==> config.mk <==
export PLATFORM = sky130hd
export DESIGN_NAME = draw_scheduler
export DESIGN_NICKNAME = d
export VERILOG_FILES = /design/src/rtl/draw_scheduler.sv
export SDC_FILE = /design/constraint.sdc
export NUM_CORES = 1
export LEC_CHECK = 0
export CAP_MARGIN = 20
export CORE_AREA = 2 2 90 92
export CTS_CLUSTER_DIAMETER = 30
export DETAILED_ROUTE_END_ITERATION = 7
export DIE_AREA = 0 0 92 94
export GPL_ROUTABILITY_DRIVEN = 0
export PLACE_DENSITY = 0.76
export SLEW_MARGIN = 20
export SYNTH_ARGS = -nofsm -noshare
export SYNTH_HDL_FRONTEND = slang
export SYNTH_SLANG_ARGS = --single-unit
==> constraint.sdc <==
create_clock -name clk -period 2.65 [get_ports clk]
set_clock_uncertainty 0.15 [all_clocks]
set_input_delay 0.53 -clock clk [delete_from_list [all_inputs] [get_ports clk]]
set_output_delay 0.53 -clock clk [all_outputs]
set_load 0.05 [all_outputs]
==> src/rtl/draw_scheduler.sv <==
// Round-robin owner of the framebuffer write port for the draw engines.
// Ports: clk, rst; per-engine req/done/req_pos/req_color/req_wen and err_clr in;
//        grant, write_pos, write_data, write_en, busy, active_id, timeout_err out.
module draw_scheduler #(
  parameter int NUM_REQ = 3,
  parameter int POS_W   = 19,
  parameter int COLOR_W = 3,
  parameter int TIMEOUT = 8192
) (
  input  logic                       clk,
  input  logic                       rst,
  input  logic [NUM_REQ-1:0]         req,
  input  logic [NUM_REQ-1:0]         done,
  input  logic [NUM_REQ*POS_W-1:0]   req_pos,
  input  logic [NUM_REQ*COLOR_W-1:0] req_color,
  input  logic [NUM_REQ-1:0]         req_wen,
  input  logic                       err_clr,
  output logic [NUM_REQ-1:0]         grant,
  output logic [POS_W-1:0]           write_pos,
  output logic [COLOR_W-1:0]         write_data,
  output logic                       write_en,
  output logic                       busy,
  output logic [2:0]                 active_id,
  output logic                       timeout_err
);

  localparam int WD_W = $clog2(TIMEOUT);

  typedef enum logic [1:0] {
    S_IDLE,
    S_OWN,
    S_REL
  } state_t;

  state_t state_q;
  state_t state_d;

  logic [2:0]      rr_q;
  logic [WD_W-1:0] wd_q;

  logic [3:0]      cand;
  logic [2:0]      sel;
  logic            sel_vld;
  logic [2:0]      sel_nxt;

  logic               own_req;
  logic               own_done;
  logic               own_wen;
  logic [POS_W-1:0]   own_pos;
  logic [COLOR_W-1:0] own_color;

  logic wd_hit;
  logic rel;

  // Scan from rr_q upward with wrap; the lowest offset that
  // requests wins, so iterate offsets high-to-low.
  always_comb begin
    cand    = '0;
    sel     = '0;
    sel_vld = 1'b0;
    for (int k = NUM_REQ - 1; k >= 0; k--) begin
      cand = {1'b0, rr_q} + 4'(k);
      if (cand >= 4'(NUM_REQ)) begin
        cand = cand - 4'(NUM_REQ);
      end
      for (int i = 0; i < NUM_REQ; i++) begin
        if (cand == 4'(i) && req[i]) begin
          sel     = 3'(i);
          sel_vld = 1'b1;
        end
      end
    end
  end

  assign sel_nxt = (sel == 3'(NUM_REQ - 1)) ? 3'd0 : sel + 3'd1;

  // Only the owner's lanes are ever looked at.
  always_comb begin
    own_req   = 1'b0;
    own_done  = 1'b0;
    own_wen   = 1'b0;
    own_pos   = '0;
    own_color = '0;
    for (int i = 0; i < NUM_REQ; i++) begin
      if (active_id == 3'(i)) begin
        own_req   = req[i];
        own_done  = done[i];
        own_wen   = req_wen[i];
        own_pos   = req_pos[i*POS_W +: POS_W];
        own_color = req_color[i*COLOR_W +: COLOR_W];
      end
    end
  end

  assign wd_hit = (wd_q == WD_W'(TIMEOUT - 1));
  // Dropping req mid-job counts as done.
  assign rel    = own_done | ~own_req | wd_hit;

  always_comb begin
    state_d = state_q;
    unique case (state_q)
      S_IDLE: begin
        if (sel_vld) begin
          state_d = S_OWN;
        end
      end
      S_OWN: begin
        if (rel) begin
          state_d = S_REL;
        end
      end
      S_REL: begin
        state_d = S_IDLE;
      end
      default: begin
        state_d = S_IDLE;
      end
    endcase
  end

  always_ff @(posedge clk or posedge rst) begin
    if (rst) begin
      state_q     <= S_IDLE;
      busy        <= 1'b0;
      rr_q        <= '0;
      wd_q        <= '0;
      grant       <= '0;
      active_id   <= '0;
      write_en    <= 1'b0;
      write_pos   <= '0;
      write_data  <= '0;
      timeout_err <= 1'b0;
    end else begin
      state_q  <= state_d;
      busy     <= (state_d != S_IDLE);
      write_en <= 1'b0;
      unique case (state_q)
        S_IDLE: begin
          if (sel_vld) begin
            grant     <= NUM_REQ'(1) << sel;
            active_id <= sel;
            rr_q      <= sel_nxt;
            wd_q      <= '0;
          end
        end
        S_OWN: begin
          // The pixel sampled on the release edge is still written.
          write_en   <= own_wen;
          write_pos  <= own_pos;
          write_data <= own_color;
          if (rel) begin
            grant <= '0;
          end else begin
            wd_q <= wd_q + 1'b1;
          end
        end
        default: begin
        end
      endcase
      // A timeout on the same edge as err_clr keeps the flag set.
      if (state_q == S_OWN && wd_hit) begin
        timeout_err <= 1'b1;
      end else if (err_clr) begin
        timeout_err <= 1'b0;
      end
    end
  end

endmodule

Word level (Yosys, flattened, before mapping)
Index checks and enable logic that the tools add are counted.
{ "totals": {"reg_bits": 49, "latch_bits": 0, "ramBits": 0, "romBits": 0, "input_bits": 78, "output_inout_bits": 31, "elab_cells": 107, "memories": 0} }
{ "op_classes": {"n_addsub": 7, "mul": 0, "div_mod_pow": 0, "order_cmp": 3, "n_eq_ne": 14, "n_shift": 1, "n_mux": 48, "bitwise_logic": 3, "reduce_logical": 21} }
{ "ops": {"columns": ["operator", "n"], "rows": [
  ["$mux W19", 3],
  ["$mux W3", 13],
  ["$mux W13", 2],
  ["$pmux W13 S2", 1],
  ["$mux W1", 22],
  ["$add A13 B1 Y13 const B", 1],
  ["$eq A13 B13 Y1 const B", 1],
  ["$eq A4 B1 Y1 const B", 3],
  ["$eq A4 B2 Y1 const B", 3],
  ["$logic_not A4 Y1", 3],
  ["$mux W4", 3],
  ["$logic_and A1 B1 Y1", 10],
  ["$ge A4 B2 Y1 const B", 2],
  ["$sub A4 B2 Y4 const B", 2],
  ["$eq A3 B2 Y1 const B", 2],
  ["$ne A2 B2 Y1 const B", 3],
  ["$pmux W3 S2", 1],
  ["$reduce_and A3 Y1", 2],
  ["$reduce_bool A2 Y1", 3],
  ["$add A3 B1 Y4 const B", 1],
  ["$add A3 B2 Y4 const B", 1],
  ["$mux W2", 2],
  ["$pmux W2 S2", 1],
  ["$sub A3 B2 Y4 const B", 1],
  ["10 further kinds", 11]
]} }

Depth between registers and ports, before layout
Gate-level depths: netlist of the first run.
{ "logic_depth": {"ltp_word": 17, "mapped_depth": 10, "ltp_nobuf": 9} }

Worst setup path before layout of the first run
No wires, ideal clock.
{ "synth_path": {"kind": "register to register", "startpoint": "reg rr_q[0]", "endpoint": "reg wd_q[0]", "setup_time_ns": 0.125, "arrival_ns": 2.345, "required_ns": 2.375, "slack_ns": 0.029, "stages_incl_launch_ff": 10, "n_path_buf": 1, "period_less_slack_ns": 2.621, "cell_sequence": "dfrtp_1 inv_1 ha_1 buf_6 or4b_4 a21oi_4 a21oi_2 a41oi_4 nor3_2 mux2_4"} }
{ "synth_via": {"elab_chain_cells": 16, "elab_cells_between_ends": 40, "classes_between": "add/sub (5); order compare (3); eq/ne (7); mux (12); reduce/logical (13)"} }
{ "synth_rtl": {"columns": ["element", "line_no", "source"], "rows": [
  ["start: declaration", "38", "logic [2:0] rr_q;"],
  ["start signal: assignment", "142", "rr_q <= sel_nxt;"],
  ["$add A3 B2 Y4", "62", "cand = {1'b0, rr_q} + 4'(k);"],
  ["$sub A4 B2 Y4 or $ge A4 B2 Y1 (tied branches)", "64, 63", null],
  ["$mux W4", "63", "if (cand >= 4'(NUM_REQ)) begin"],
  ["$logic_not A4 Y1", "67", "if (cand == 4'(i) && req[i]) begin"],
  ["$logic_and A1 B1 Y1", "67", null],
  ["$mux W1 (8 in a row)", "67", null],
  ["$mux W1 (*)", "67", null],
  ["$ne A2 B2 Y1 (no line) (*)", null, null],
  ["$reduce_and A3 Y1 (no line) (*)", null, null],
  ["end signal: assignment", "154", "wd_q <= wd_q + 1'b1;"],
  ["end: declaration", "39", "logic [WD_W-1:0] wd_q;"]
]} }
Every way passes the cells marked *; elsewhere a longest branch is shown, timed or not.
A chain may end at the register's enable or synchronous reset.

Final worst setup path of the first run
{ "layout_path": {"startpoint": "reg rr_q[1]", "endpoint": "reg grant[2]"} }
{ "layout_via": {"elab_chain_cells": 16, "elab_cells_between_ends": 51, "classes_between": "add/sub (5); order compare (3); eq/ne (7); shift (1); mux (22); reduce/logical (13)"} }
{ "layout_rtl": {"columns": ["element", "line_no", "source"], "rows": [
  ["$add A3 B2 Y4", "62", null],
  ["$sub A4 B2 Y4 or $ge A4 B2 Y1 (tied branches)", "64, 63", null],
  ["$mux W4", "63", null],
  ["$eq A4 B1 Y1 or $logic_not A4 Y1 (tied branches)", "67", null],
  ["$logic_and A1 B1 Y1", "67", null],
  ["$mux W1", "67", null],
  ["$mux W3 or $mux W1 (tied branches) (7 in a row)", "67", null],
  ["$shl A1 B3 Y3 or $mux W1 (tied branches)", "140, 67", null],
  ["$mux W3 or $ne A2 B2 Y1 (tied branches)", null, null],
  ["$pmux W3 S2 or $reduce_and A3 Y1 (tied branches)", null, null],
  ["end signal: assignment", "140", "grant <= NUM_REQ'(1) << sel;"],
  ["end: declaration", "18", "output logic [NUM_REQ-1:0] grant,"]
]} }
Parallel ways exist; a longest one is shown, timed or not. The select of a mux whose other input is x is not followed.

==> out/qor.txt, run 1 <==
HPWL after detailed placement: 6.24 mm
Vias/cell: 5.15
largest net degree at the start of global routing: 31
Top cell by count, worst path: a21oi_4
sequential area share after synthesis: 38.7%
DRT iter0 DRCs: 97
CP top delay family: compound AO/OA/AOI/OAI gates
maxcap violations: 0
clock root buffer: clkbuf_8
port bufs: 107
DRT Pass-1 Iters: 4
vias: 2907
critical path type: reg -> reg
Clock transition at path regs: 90 ps
Worst Hold Launch: write_pos[17]$_DFFE_PP0P_
vias in the first global route: 2871
setup ws final: 25.1 ps
clock tree buffer depth: 2
dpl cells: 554
worst skew pair latency: 310 ps
Clock Power Share: 10.0%
Remaining Overflow, GRT: 0
Routed Wire Length: 8.33 mm
outcome: completed
CP max stage cell: or4b_4
max frequency: 381 MHz
CTS H-Tree Depth: 2
residual DRC count: 0
area leader, netlist: dfrtp_1
sw frac: 48.9%
Unique masters post-synth: 59
Reg-to-Reg Start: rr_q[1]$_DFFE_PP0P_
Synth Register Bits: 48
Antenna Nets Post-Route: 0
commonest cells in the netlist: dfrtp_1 (48), nor2_1 (44), nand2_1 (32)
share of layout cells above drive strength 1: 17.5%
pre-CTS setup slack: -203 ps
synthesized instance count: 339
WP buf/inv: 1
Sw Pwr: 2.64 mW
peak per-stage delay on the critical path: 500 ps
die width: 92 µm
Synth Cell Area: 3100 µm²
Critical Path Sink Type: flop
Worst EP required: 2700 ps
LEAKAGE: 1.90 nW
multi-input gate area in the final layout: 1940 µm²
final hold viol count: 0
Worst slew margin: 63.4%
top cells by area, synth: dfrtp_1 (39%), mux2i_1 (8.4%), nor2_1 (5.3%)
Worst Path Max Fanout: 7
number of fill cells: 592
CP startpoint kind: flop
register area: 1200 µm²
Gate power share: 69.2%
wire per inst: 14.8 µm
post-synth top area share: 38.7%
most used flip-flop cell after synthesis: dfrtp_1
Worst Path Arrival: 2670 ps
Seq pwr share: 20.8%
CORE AREA: 7610 µm²
Worst Tran Pin Value: 542 ps
# IOs: 109
clock period minus worst slack: 2620 ps
CTS Buf Count: 5
Final #Nets: 549
Die H: 94 µm
Post-synth EDFFs: 0
diode count: 0
Async SR Flop Fraction: 100%
Worst Setup SP: rr_q[1]$_DFFE_PP0P_
row count: 32
cells along the critical path: ha_2, inv_2, ha_4, or4b_4, a21oi_4, a21oi_4, a41oi_4, o211ai_4, a21boi_2
TritonCTS clock tree: built
area delta synth->final: 52.7%
first-pass GRT wire length: 13.2 mm
RSZ-0062 raised after global routing: yes
pwr dens: 1140 nW/µm²
count leader, synth: dfrtp_1
clock sinks: 48
Int Power: 2.76 mW
setup violators final: 0
Die ar.: 8650 µm²
initial core utilization: 40.8%
yosys warns: 0
mean post-synth cell area: 9.15 µm²
Max Slew Vio Count: 0
initial antenna violation count: 0
Synthesized Nets: 427
Total GRT Usage: 19.0%
fin crit share: 99.1%
fin cells: 564
maximum VDD drop: 409 µV
HP Class: reg -> reg
[area by class of cell]
type / count / share of cell area, %
Multi-Input combinational cell: 259 / 41.0
Timing Repair Buffer: 134 / 27.5
Sequential cell: 48 / 25.4
Tap cell: 102 / 2.70
Clock buffer: 5 / 1.45
Inverter: 13 / 1.03
Clock inverter: 3 / 1.00
[power by group through the flow]
stage,registers (mW),clock network [mW],logic (mW)
5_1_grt,1.16,0.591,4.03
3_5_place_dp,1.13,0,3.42
3_3_place_gp,1.13,0,3.36
4_1_cts,1.12,0.556,3.48
2_1_floorplan,1.82,0,1.73
6_report,1.12,0.542,3.74
[worst reg2reg max path, delay by kind of cell (launching register included)]
| kind | cells | cell delay (ps) |
|---|---|---|
| AOI/OAI and AO/OA | 5 | 950 |
| DFF | 1 | 440 |
| adders and majority gates | 2 | 410 |
| and+or+nand+nor | 1 | 500 |
| buffers and inverters | 1 | 60 |
[layout by cell type (no fill, tap or decap), drive strengths merged, types with 5 or more instances in the layout]
master | synthesis | layout
buf | 9 | 29
nor2 | 44 | 44
mux2i | 26 | 26
nor3 | 12 | 12
ha | 10 | 10
nand2 | 33 | 33
nand3 | 8 | 8
inv | 13 | 13
xnor2 | 10 | 10
nand2b | 6 | 6
o21ai | 25 | 25
clkdlybuf4s50 | 0 | 105
clkbuf | 10 | 5
dfrtp | 48 | 48
a21oi | 28 | 28
[per-stage QoR]
step	instance area (µm²)	TNS (ps)	utilization (%)	power, mW	hold WS (ps)
floorplan	3100	0	-	3.55	334
global placement	4410	-242	58.0	4.48	310
detailed placement	4410	-1040	58.0	4.56	319
CTS	4550	-7.97	59.8	5.16	340
global route	4730	-392	62.2	5.78	367
finish	4730	0	62.2	5.41	334
[per-layer routing]
metal	global-route usage, %	vias to the layer above	part of all wire (%)
met5	0	-	0
met1	22.4	1367	40
met2	34.0	88	53
li1	-	1438	-
met4	6.84	0	1.5
met3	4.25	14	5.2
[worst paths after layout]
path,end,slack (ps),depth (start not counted)
setup / recovery,grant[2]$_DFFE_PP0P_,30,9
hold / removal,write_pos[17]$_DFFE_PP0P_,330,2
setup reg to reg,grant[2]$_DFFE_PP0P_,30,9
hold reg to reg,write_pos[17]$_DFFE_PP0P_,330,2
max in group asynchronous,wd_q[5]$_DFFE_PP0P_,1450,3
min in group asynchronous,write_pos[15]$_DFFE_PP0P_,400,2
[registers in the layout, summed over array words and instances, names as in the netlist]
signal	cells
write_en	1
wd_q	13
write_pos	19
state_q	2
active_id	2
busy	1
timeout_err	1
grant	3
rr_q	3
write_data	3
[kinds of logic after synthesis]
family,after synthesis,share of synthesized area (%)
AO/OA/AOI/OAI,80,18.9
XOR/XNOR,12,3.39
adder cells (fa/ha/maj),10,4.04
buffers and inverters,32,4.72
flip-flops,48,38.7
multiplexers,28,9.36
other,1,0.121
AND/OR/NAND/NOR,128,20.7
[repair_timing]
action                                 4_1_cts  5_1_grt
gates cloned                                 0        0
hold buffers                                 0        0
resized for setup                            4       30
endpoints found under the hold margin        0        0
pin swaps                                    0       10
setup endpoints to repair                    8       22
setup buffers                                0        2
Power figures use the tool's default switching activity.
==> inputs of run 2 (changes only) <==
--- a/config.mk
+++ b/config.mk
@@ -6,10 +6,10 @@
 export NUM_CORES = 1
 export LEC_CHECK = 0
 export CAP_MARGIN = 20
-export CORE_AREA = 2 2 90 92
+export CORE_AREA = 3 3 91 93
 export CTS_CLUSTER_DIAMETER = 30
 export DETAILED_ROUTE_END_ITERATION = 7
-export DIE_AREA = 0 0 92 94
+export DIE_AREA = 0 0 94 96
 export GPL_ROUTABILITY_DRIVEN = 0
 export PLACE_DENSITY = 0.76
 export SLEW_MARGIN = 20
==> run 2 against run 1 <==
- critical path depth down 1
- design area down 0.74%
- combinational power down 1%
- first-iteration DRC count down 5.2%
- largest power group unchanged
- cell count down 0.18%
- hold slack better by 2.0 ps
==> out/qor.txt, run 2 (synthesis results as in run 1) <==
outcome: completed (unchanged)
HP Class: reg -> reg (unchanged)
maximum VDD drop: 529 µV (was 409 µV)
Largest Register: write_pos (unchanged)
Antenna Nets Post-Route: 0 (unchanged)
fin cells: 563 (was 564)
wire per inst: 15.1 µm (was 14.8 µm)
max frequency: 382 MHz (was 381 MHz)
vias in the first global route: 2780 (was 2871)
maxcap violations: 0 (unchanged)
fin crit share: 98.8% (was 99.1%)
CTS H-Tree Depth: 2 (unchanged)
clock period minus worst slack: 2620 ps (about the same)
clock sinks: 48 (unchanged)
Remaining Overflow, GRT: 0 (unchanged)
setup violators final: 0 (unchanged)
die width: 94 µm (was 92 µm)
Worst Path Arrival: 2650 ps (was 2670 ps)
dpl cells: 549 (was 554)
clock tree buffer depth: 2 (unchanged)
share of layout cells above drive strength 1: 16.7% (was 17.5%)
# IOs: 109 (unchanged)
Max Slew Vio Count: 0 (unchanged)
Worst EP required: 2680 ps (was 2700 ps)
row count: 32 (unchanged)
critical path type: reg -> reg (unchanged)
Clock transition at path regs: 80 ps (was 90 ps)
first-pass GRT wire length: 12.9 mm (was 13.2 mm)
final hold viol count: 0 (unchanged)
DRT iter0 DRCs: 92 (was 97)
port bufs: 107 (unchanged)
worst skew pair latency: 300 ps (was 310 ps)
TritonCTS clock tree: built (unchanged)
commonest cells after routing, fill and taps aside: clkdlybuf4s50_1 (105), dfrtp_1 (47), nor2_1 (43) (was clkdlybuf4s50_1 (105), dfrtp_1 (48), nor2_1 (43))
Tot Pwr: 5.43 mW (was 5.41 mW)
diode count: 0 (unchanged)
initial core utilization: 40.8% (unchanged)
CTS Buf Count: 5 (unchanged)
area delta synth->final: 51.6% (was 52.7%)
Die ar.: 9020 µm² (was 8650 µm²)
Die H: 96 µm (was 94 µm)
clock root buffer: clkbuf_8 (unchanged)
initial antenna violation count: 0 (unchanged)
Worst slew margin: 62.2% (was 63.4%)
CP startpoint kind: flop (unchanged)
HPWL after detailed placement: 6.21 mm (was 6.24 mm)
Vias/cell: 5.20 (was 5.15)
CORE AREA: 7610 µm² (unchanged)
RSZ-0062 raised after global routing: yes (unchanged)
Worst Tran Pin Value: 559 ps (was 542 ps)
Total GRT Usage: 17.9% (was 19.0%)
number of flip-flops in the largest register: 19 (unchanged)
largest net degree at the start of global routing: 40 (was 31)
most common cell after layout, fill and taps aside: clkdlybuf4s50_1 (unchanged)
Top Registers: write_pos x19, wd_q x13 (unchanged)
DRT Pass-1 Iters: 5 (was 4)
Critical Path Sink Type: flop (unchanged)
pwr dens: 1160 nW/µm² (was 1140 nW/µm²)
Final #Nets: 549 (unchanged)
final core utilization: 61.8% (was 62.2%)
LEAKAGE: 1.90 nW (about the same)
residual DRC count: 0 (unchanged)
Routed Wire Length: 8.48 mm (was 8.33 mm)
Worst Path Max Fanout: 7 (unchanged)
vias: 2929 (was 2907)
-- run 2: changes by cell type in the layout (fill, tap and decap cells not counted), sizes merged --
| cell | previous run | this run |
|---|---|---|
| bufinv | 1 | 2 |
| clkinv | 2 | 0 |
-- run 2: final timing paths --
check                      slack (ps)                         to  cells past startpoint                      from
setup / recovery                   30       grant[2]$_DFFE_PP0P_                      8       rr_q[0]$_DFFE_PP0P_
hold / removal                    340   write_pos[8]$_DFFE_PP0P_                      2  write_pos[8]$_DFFE_PP0P_
setup reg to reg                   30       grant[2]$_DFFE_PP0P_                      8       rr_q[0]$_DFFE_PP0P_
hold reg to reg                   340   write_pos[8]$_DFFE_PP0P_                      2  write_pos[8]$_DFFE_PP0P_
max in group asynchronous        1340        wd_q[1]$_DFFE_PP0P_                      3                       rst
min in group asynchronous         440  write_data[0]$_DFFE_PP0P_                      2                       rst
-- run 2: power breakdown --
part	switching, mW	total (mW)	internal [mW]
Sequential	0.152	1.14	0.986
Clock	0.233	0.604	0.371
Combinational	2.22	3.69	1.47
-- run 2: area by class of cell --
cell class	count	area, µm²
inverter	13	53.8
multi-input combinational	259	1910
fill	615	2910
sequential	48	1200
timing repair buffer	134	1280
clock inverter	2	60.1
clock buffer	5	68.8
tap	102	128
-- run 2: repair_timing --
item	in CTS	in global routing
endpoints found under the setup margin	20	23
gates resized for setup	3	25
pin swaps	3	11
setup buffers	3	4
hold buffers	0	0
-- run 2: per-stage QoR --
| step | instance area [µm²] | hold WS, ps | setup TNS (ps) | worst slack (ps) |
|---|---|---|---|---|
| floorplan | 3100 | 334 | 0 | 29.5 |
| global placement | 4360 | 310 | -6.84 | -6.84 |
| detailed placement | 4360 | 320 | -472 | -70.7 |
| CTS | 4520 | 339 | 0 | 4.50 |
| global route | 4700 | 361 | -194 | -63.2 |
| finish | 4700 | 336 | 0 | 32.2 |
-- run 2: worst max-delay path, cell delays in order, from the launching register on --
cell and delay, ps:
dfrtp_1 430, buf_4 160, ha_1 280, nor4b_1 520, nor3_2 150, buf_4 170, nor3_4 300, o211ai_4 160
a21boi_2 180
-- run 2: layer usage --
metal	track usage, %	vias up	share of wire, %
li1	-	1431	-
met1	22.2	1402	40
met2	31.5	82	53
met3	4.14	14	5.9
met4	4.57	0	1.6
met5	0	-	0
